**config.mk**
```make
export PLATFORM = sky130hd
export DESIGN_NAME = reg_file_wr_demux_flat
export DESIGN_NICKNAME = d
export VERILOG_FILES = /design/src/rtl/reg_file_wr_demux_if.sv /design/src/rtl/reg_file_wr_demux.sv /design/src/flat_wrapper.sv
export SDC_FILE = /design/constraint.sdc
export NUM_CORES = 2
export LEC_CHECK = 0
export ABC_AREA = 0
export ABC_CLOCK_PERIOD_IN_PS = 4000
export BUFFER_PORTS_ARGS = -buffer_cell sky130_fd_sc_hd__clkbuf_2
export CAP_MARGIN = 25
export CORE_ASPECT_RATIO = 1.75
export CORE_MARGIN = 2
export CORE_UTILIZATION = 53
export CTS_BUF_LIST = sky130_fd_sc_hd__clkbuf_4 sky130_fd_sc_hd__clkbuf_8 sky130_fd_sc_hd__clkbuf_16
export DETAILED_ROUTE_END_ITERATION = 8
export GPL_TIMING_DRIVEN = 0
export PLACE_DENSITY = 0.8
export SETUP_SLACK_MARGIN = 0.5
export SKIP_LAST_GASP = 1
export SLEW_MARGIN = 20
export SYNTH_ARGS = -nofsm -noshare
export SYNTH_HDL_FRONTEND = slang
export SYNTH_SLANG_ARGS = --single-unit
```
**constraint.sdc**
```tcl
create_clock -name clk -period 4 [get_ports clk]
set_input_delay 0.8 -clock clk [delete_from_list [all_inputs] [get_ports clk]]
set_output_delay 0.8 -clock clk [all_outputs]
set_load 0.02 [all_outputs]
```
**src/rtl/reg_file_wr_demux_if.sv**
```systemverilog
// Register-file access bundle: one write port (enable, index, data) and
// two combinational read ports (index in, data out).
interface reg_file_wr_demux_if #(
  parameter int DATA_WIDTH = 32,
  parameter int ADDR_WIDTH = 5
) ();

  logic                  reg_write;
  logic [ADDR_WIDTH-1:0] write_reg;
  logic [DATA_WIDTH-1:0] write_data;
  logic [ADDR_WIDTH-1:0] read_reg1;
  logic [ADDR_WIDTH-1:0] read_reg2;
  logic [DATA_WIDTH-1:0] read_data1;
  logic [DATA_WIDTH-1:0] read_data2;

  // Datapath side: issues writes and read indices, consumes read data.
  modport master (
    output reg_write, write_reg, write_data, read_reg1, read_reg2,
    input  read_data1, read_data2
  );

  // Register file side.
  modport slave (
    input  reg_write, write_reg, write_data, read_reg1, read_reg2,
    output read_data1, read_data2
  );

endinterface

```
**src/rtl/reg_file_wr_demux.sv**
```systemverilog
// MIPS general-purpose register file. Writes are steered by a one-hot
// write-enable decoder (the write-side inverse of the read multiplexers).
// Index 0 is hardwired to zero and never stored. Reads are combinational
// with no write-through bypass: a same-index write is visible only after
// the clock edge that commits it.
module reg_file_wr_demux #(
  parameter int DATA_WIDTH = 32,
  parameter int ADDR_WIDTH = 5
) (
  input  logic                   clk,
  input  logic                   rst_n,
  reg_file_wr_demux_if.slave     bus
);

  localparam int NUM_REGS = 2 ** ADDR_WIDTH;

  logic [NUM_REGS-1:0]   w_wr_en;
  logic [DATA_WIDTH-1:0] w_rf [0:NUM_REGS-1];
  logic [DATA_WIDTH-1:0] r_regs [1:NUM_REGS-1];

  // One-hot write-enable decoder gated by reg_write; en[0] is always 0.
  always_comb begin
    w_wr_en = '0;
    if (bus.reg_write) begin
      for (int k = 1; k < NUM_REGS; k++) begin
        w_wr_en[k] = (bus.write_reg == ADDR_WIDTH'(k));
      end
    end else begin
      w_wr_en = '0;
    end
    w_wr_en[0] = 1'b0;
  end

  // Storage for registers 1..N-1; async clear, load only when selected.
  for (genvar g = 1; g < NUM_REGS; g++) begin : g_reg
    // Register g: cleared by reset, loads write_data when its enable is set.
    always_ff @(posedge clk or negedge rst_n) begin
      if (!rst_n) begin
        r_regs[g] <= '0;
      end else if (w_wr_en[g]) begin
        r_regs[g] <= bus.write_data;
      end else begin
        r_regs[g] <= r_regs[g];
      end
    end
  end

  // Readable view of the file with $zero supplied as a constant.
  always_comb begin
    w_rf[0] = '0;
    for (int k = 1; k < NUM_REGS; k++) begin
      w_rf[k] = r_regs[k];
    end
  end

  // Two independent combinational read ports.
  always_comb begin
    bus.read_data1 = w_rf[bus.read_reg1];
    bus.read_data2 = w_rf[bus.read_reg2];
  end

endmodule

```
**src/flat_wrapper.sv**
```systemverilog
// flat-port wrapper written by rule: the top's interface ports become plain ports
module reg_file_wr_demux_flat 
#(
  parameter int DATA_WIDTH = 32,
  parameter int ADDR_WIDTH = 5
)
  (clk, rst_n, bus_reg_write, bus_write_reg, bus_write_data, bus_read_reg1, bus_read_reg2, bus_read_data1, bus_read_data2);
  reg_file_wr_demux_if #(.DATA_WIDTH(DATA_WIDTH), .ADDR_WIDTH(ADDR_WIDTH)) bus_i ();
  input  logic clk;
  input  logic rst_n;
  input wire logic [$bits(bus_i.reg_write)-1:0] bus_reg_write;
  input wire logic [$bits(bus_i.write_reg)-1:0] bus_write_reg;
  input wire logic [$bits(bus_i.write_data)-1:0] bus_write_data;
  input wire logic [$bits(bus_i.read_reg1)-1:0] bus_read_reg1;
  input wire logic [$bits(bus_i.read_reg2)-1:0] bus_read_reg2;
  output wire logic [$bits(bus_i.read_data1)-1:0] bus_read_data1;
  output wire logic [$bits(bus_i.read_data2)-1:0] bus_read_data2;
  assign bus_i.reg_write = bus_reg_write;
  assign bus_i.write_reg = bus_write_reg;
  assign bus_i.write_data = bus_write_data;
  assign bus_i.read_reg1 = bus_read_reg1;
  assign bus_i.read_reg2 = bus_read_reg2;
  assign bus_read_data1 = bus_i.read_data1;
  assign bus_read_data2 = bus_i.read_data2;
  reg_file_wr_demux #(.DATA_WIDTH(DATA_WIDTH), .ADDR_WIDTH(ADDR_WIDTH)) u_core (.clk(clk), .rst_n(rst_n), .bus(bus_i));
endmodule
```
# [Yosys cells after proc, flatten, opt, wreduce, memory -nomap -nowiden]
# Index checks and enable logic that the tools add are counted.
[op_classes] mux=7 bitwise=2 eq_ne=31 order_cmp=2
[ops] operator="32-bit binary-select mux with 5-bit select" n=2
[ops] operator="32-bit two-way mux" n=4
[ops] operator="5-bit equality test (second input constant)" n=16
[ops] operator="5-bit by 4-bit equality test with 1-bit output (second input constant)" n=8
[ops] operator="31-bit two-way mux" n=1
[ops] operator="5-bit by 3-bit equality test with 1-bit output (second input constant)" n=4
[ops] operator="6-bit >= comparator (second input constant)" n=2
[ops] operator="5-bit NOT with 6-bit output" n=2
[ops] operator="5-bit by 2-bit equality test with 1-bit output (second input constant)" n=2
[ops] operator="5-bit by 1-bit equality test with 1-bit output (second input constant)" n=1
[totals] regBits=992 output_inout_bits=64 wordCells=73 in_bits=50

# [Logic depth before layout (Yosys ltp)]
[logic_depth] depth_word=4 mapped_depth=9 depth_no_buf=4

# [Worst setup path before layout]
# Ideal clock, no wire load.
[synth_path] kind="input-to-output" start="input bus_read_reg2[0]" end="output bus_read_data2[30]" arrival_time_ps=2440 cell_stages=8 path_slack_ps=760 t_required_ps=3200 path_buffers=5 path_cell_list="buf_2 -> buf_6 -> buf_6 -> buf_6 -> buf_2 -> mux2i_1 -> a211oi_1 -> o31ai_1"
[synth_via] elab_chain_len=4
[synth_rtl] element="from (decl)" line_no="flat_wrapper.sv:15" rtl="input wire logic [$bits(bus_i.read_reg2)-1:0] bus_read_reg2;"
[synth_rtl] element="5-bit NOT with 6-bit output (implied by the code)" line_no="reg_file_wr_demux.sv:59" rtl="bus.read_data2 = w_rf[bus.read_reg2];"
[synth_rtl] element="32-bit binary-select mux with 5-bit select" line_no="reg_file_wr_demux.sv:59"
[synth_rtl] element="32-bit two-way mux (implied by the code) (2 in series)" line_no="reg_file_wr_demux.sv:59"
[synth_rtl] element="to (decl)" line_no="flat_wrapper.sv:17" rtl="output wire logic [$bits(bus_i.read_data2)-1:0] bus_read_data2;"
# Every way passes these cells. The select of a mux whose other input is x is not followed.

# [Worst setup path in the final report]
[layout_path] start="input bus_read_reg2[2]" end="output bus_read_data2[30]"
# The elaborated chain is that of the path after synthesis.

==> results.md <==
- The area of the multi-input gates is ~28000 um2.
- The data required time of the worst path is 3200 ps.
- The final antenna-violating net count is 0.
- Summing the sequential cell areas from Yosys gives 46.6% of the chip area.
- Counting along the longest clock path gives a buffer depth of 3.
- The first routing iteration left 4773 violations.
- The minimum hold slack is 91.3 ps.
- In this run the power density over the cells is 490 nW/um2.
- The first global-routing pass estimated 282000 um of wire.
- The post-layout minimum cycle time is around 3700 ps.
- Clock skew on the completed layout was measured at 0 ps.
- The largest registers in the layout are u_core.r_regs: 992 flops.
- The area growth from synthesis to layout is 16.7%.
- The summed instance area of the synthesized netlist is 53200 um2.
- The worst-margin pin slew is 1180 ps.
- The aggregate global-route resource usage is between 30% and 40%.
- In the finished design, the share of the clock period the worst path needs comes to 91.3%.
- The number of top-level design ports is approximately 110.
- The first-pass detailed-route iteration total is 6.
- The register with the highest flop count is u_core.r_regs.
- The worst stage delay on the critical path is 370 ps.
- Input and output buffers added on the ports amount to 103.
- The maximum VDD drop is ~0.00040 V.
- The fill cell instance count of the final layout is 7063.
- The number of nets in the final layout is 3922.
- The synthesized area divided by synthesized cell count is roughly 15 um2.
- The placeable core region is roughly 100000 um2.
- The worst reg2reg path startpoint is u_core.r_regs[778].
- In the final routed layout, each cell accounts on average for 38.2 um.
- The routed layout has 38.7k vias.
- The count of final max-slew check failures was 0.
- After global routing the overflow that remains totals 0.
- The H-tree level count is 3.
- Counting every sink on the clock net gives 992.
- The via-per-instance ratio is approximately 7.3.
- The critical path arrival is ~2900 ps.
- The congestion estimate from routability-driven global placement came to between 0.9 and 1.
- The count of final hold-check violations is 0.
- The final setup violation count is 0.
- STA classifies the critical path endpoint as a primary output.
- The library cell used as clock root buffer is sky130_fd_sc_hd__clkbuf_16.
- The overall routed net length is 201000 um.
- Once detailed placement completed, the half-perimeter wirelength came to roughly 130000 um.
- Measured on the finished design, the core utilization comes to 62.4%.
- Across all register-to-register paths, the minimum setup slack is 3150 ps.
- The leakage dissipation is ~27 nW.
- Setup repair after global routing could not meet its margin everywhere.
- The worst setup path is launched from an input port.
- Clock-pin slew was measured on the worst setup and hold paths at 60 ps.
- The most numerous cell type found on the critical path is sky130_fd_sc_hd__buf_6.
- The instance count of the mapped netlist is 3603.
- After clock tree synthesis, the flow added hold-fix buffers numbering 0.
- Walking the worst path, the cells encountered are clkbuf_4, buf_6, buf_6, mux4_2, a22o_4, o21ai_4, o31ai_4, buf_6.
- Entering global routing, the biggest net connects 92 pins.
- Across the whole layout, storage elements account for 24800 um2.
- The later-pin clock latency in the skew report is between 700 and 800 ps.
- The startpoint-to-endpoint class of the critical path is in2out.
- For this run, the number of Yosys warnings is 0.
- On the critical path, the stage with the largest delay is an instance of sky130_fd_sc_hd__o21ai_4.
- In this run the core area contains 153 standard-cell rows.
- The height of the chip is 423 um.
- The starting density of the core is 53.5%.
- For this run, the top clock speed supported by timing is 274 MHz.
- The maximum fanout along the worst path is 10.
- The number of different library cells used by synthesis comes to 28.
- The worst register-to-register path ends at u_core.r_regs[778].
- The via count of the first global-routing pass came to 40.6k.
- In the final layout, the share of cells above drive strength 1 is 55.4%.
- The number of flip-flops under the largest register name is about 990.
- The path class of the lowest-slack min-delay path is in2async.
- The die covers 103000 um2.
- The number of antenna violations at the first check in global routing is 12.
- The die is 244 um wide.
- The run finished with clean final reports.
- Measured against its own limit, the worst slew margin works out to between 20% and 30%.
- TritonCTS built the clock tree.
- The count of maximum capacitance violations is 0.
- In the routed design, unresolved DRC markers number 0.
- The number of nets handed over by synthesis was 3653.
- For the worst flop-to-flop path, the logic depth is 1.
- The register bit total from synthesis is 992.
- Summing internal, switching and leakage power gives 30.4 mW.
- The total CTS buffers is slightly above 90.
how the worst max path moves through the flow:
stage                           startpoint                  to  slack, ps  depth (start not counted)
after floorplan           bus_read_reg2[0]  bus_read_data2[30]        760                          8
final                     bus_read_reg2[2]  bus_read_data2[30]        350                          8
after detailed placement  bus_read_reg1[2]  bus_read_data1[20]       -910                          8
after CTS                 bus_read_reg1[2]  bus_read_data1[15]        480                          8
after global placement               rst_n  u_core.r_regs[721]     -21750                          1
after global routing      bus_read_reg2[2]  bus_read_data2[30]        380                          8
cells by family after synthesis:
| group | synth area share, % |
|---|---|
| AOI/OAI and AO/OA | 6.30 |
| buffers and inverters | 3.48 |
| DFF | 46.6 |
| muxes | 42.2 |
| and+or+nand+nor | 1.36 |
area by class of cell:
type	instances	area share, %
antenna	9	0.0363
buffer	403	4.95
clock buffer	127	4.30
clock inverter	44	0.882
inverter	2	0.0242
multi-input combinational	2206	44.5
sequential	992	40.0
tap	1317	2.65
timing repair buffer	175	2.64
placed cells by master, fill, tap and decap left out, types with 7 or more instances in the layout:
cell / n
sky130_fd_sc_hd__mux2i_1: 182
sky130_fd_sc_hd__clkbuf_8: 30
sky130_fd_sc_hd__buf_16: 28
sky130_fd_sc_hd__clkbuf_2: 121
sky130_fd_sc_hd__o21ai_1: 23
sky130_fd_sc_hd__buf_1: 28
sky130_fd_sc_hd__a22o_1: 186
sky130_fd_sc_hd__buf_4: 68
sky130_fd_sc_hd__o21ai_2: 21
sky130_fd_sc_hd__buf_6: 48
sky130_fd_sc_hd__mux2_1: 31
sky130_fd_sc_hd__dfrtp_1: 992
sky130_fd_sc_hd__a211oi_4: 8
sky130_fd_sc_hd__mux2i_2: 8
sky130_fd_sc_hd__clkbuf_4: 56
sky130_fd_sc_hd__and2_1: 64
sky130_fd_sc_hd__buf_8: 18
sky130_fd_sc_hd__o21ai_4: 20
sky130_fd_sc_hd__mux2_2: 1024
sky130_fd_sc_hd__nor2b_1: 9
sky130_fd_sc_hd__mux4_2: 384
sky130_fd_sc_hd__nand2b_1: 7
sky130_fd_sc_hd__buf_12: 20
sky130_fd_sc_hd__o31ai_2: 39
sky130_fd_sc_hd__o31ai_1: 10
sky130_fd_sc_hd__a211oi_1: 24
sky130_fd_sc_hd__clkbuf_16: 102
sky130_fd_sc_hd__buf_2: 79
sky130_fd_sc_hd__clkbuf_1: 107
sky130_fd_sc_hd__o22ai_1: 62
sky130_fd_sc_hd__bufinv_16: 8
sky130_fd_sc_hd__a211oi_2: 32
sky130_fd_sc_hd__diode_2: 9
sky130_fd_sc_hd__clkinvlp_4: 8
sky130_fd_sc_hd__clkinv_2: 21
sky130_fd_sc_hd__nand2_1: 14
sky130_fd_sc_hd__o31ai_4: 15
sky130_fd_sc_hd__nor2_1: 13
where the power goes:
| group | total, mW | internal, mW | switching [mW] |
|---|---|---|---|
| Sequential | 13.5 | 12.0 | 1.52 |
| Combinational | 7.39 | 4.05 | 3.34 |
| Clock | 9.50 | 5.25 | 4.25 |
routing by layer:
layer | share of wire [%] | up-vias | track usage (%)
met3 | 11 | 1222 | 11.9
li1 | - | 14500 | -
met4 | 12 | 10 | 37.9
met5 | 0.034 | - | 0
met1 | 31 | 20000 | 42.1
met2 | 45 | 3012 | 59.1
worst max-delay path, delay by kind of cell:
family	cells	cell delay, ps
muxes	1	340
AOI/OAI and AO/OA	3	820
buffers and inverters	4	850
per-stage QoR:
stage,cells,setup TNS [ps],worst slack [ps],area [um2]
global route,5267,0,384,62100
finish,5275,0,348,62100
detailed placement,5046,-38060,-906,55900
CTS,5225,0,476,60800
global placement,5023,-,-21750,55400
floorplan,3603,0,760,53200
timing repair:
item	CTS	global route
gates cloned	2	8
endpoints found under the setup margin	64	64
setup buffers	6	33
hold endpoints to repair	0	0
resized for setup	470	228
pin swaps	11	32
cell usage after synthesis (all sizes together):
| library cell | count | area, um2 |
|---|---|---|
| mux2 | 1055 | 11900 |
| dfrtp | 992 | 24800 |
| mux4 | 384 | 8650 |
| clkbuf | 215 | 807 |
| mux2i | 194 | 1940 |
| a22o | 191 | 1670 |
| buf | 188 | 1040 |
| and2 | 66 | 413 |
| a211oi | 64 | 480 |
| o21ai | 64 | 320 |
| o22ai | 64 | 400 |
| o31ai | 64 | 480 |
| nand2 | 16 | 60.1 |
| nor2 | 15 | 56.3 |
| nor2b | 10 | 62.6 |
| nand2b | 7 | 43.8 |
| nand4b | 3 | 26.3 |
| nor3 | 3 | 15.0 |
| inv | 2 | 7.51 |
| nor3b | 2 | 15.0 |
| nand3 | 1 | 5.00 |
| nand4 | 1 | 6.26 |
| nor4 | 1 | 12.5 |
| or3 | 1 | 6.26 |
Note: power is estimated with default switching activity, not from simulation.
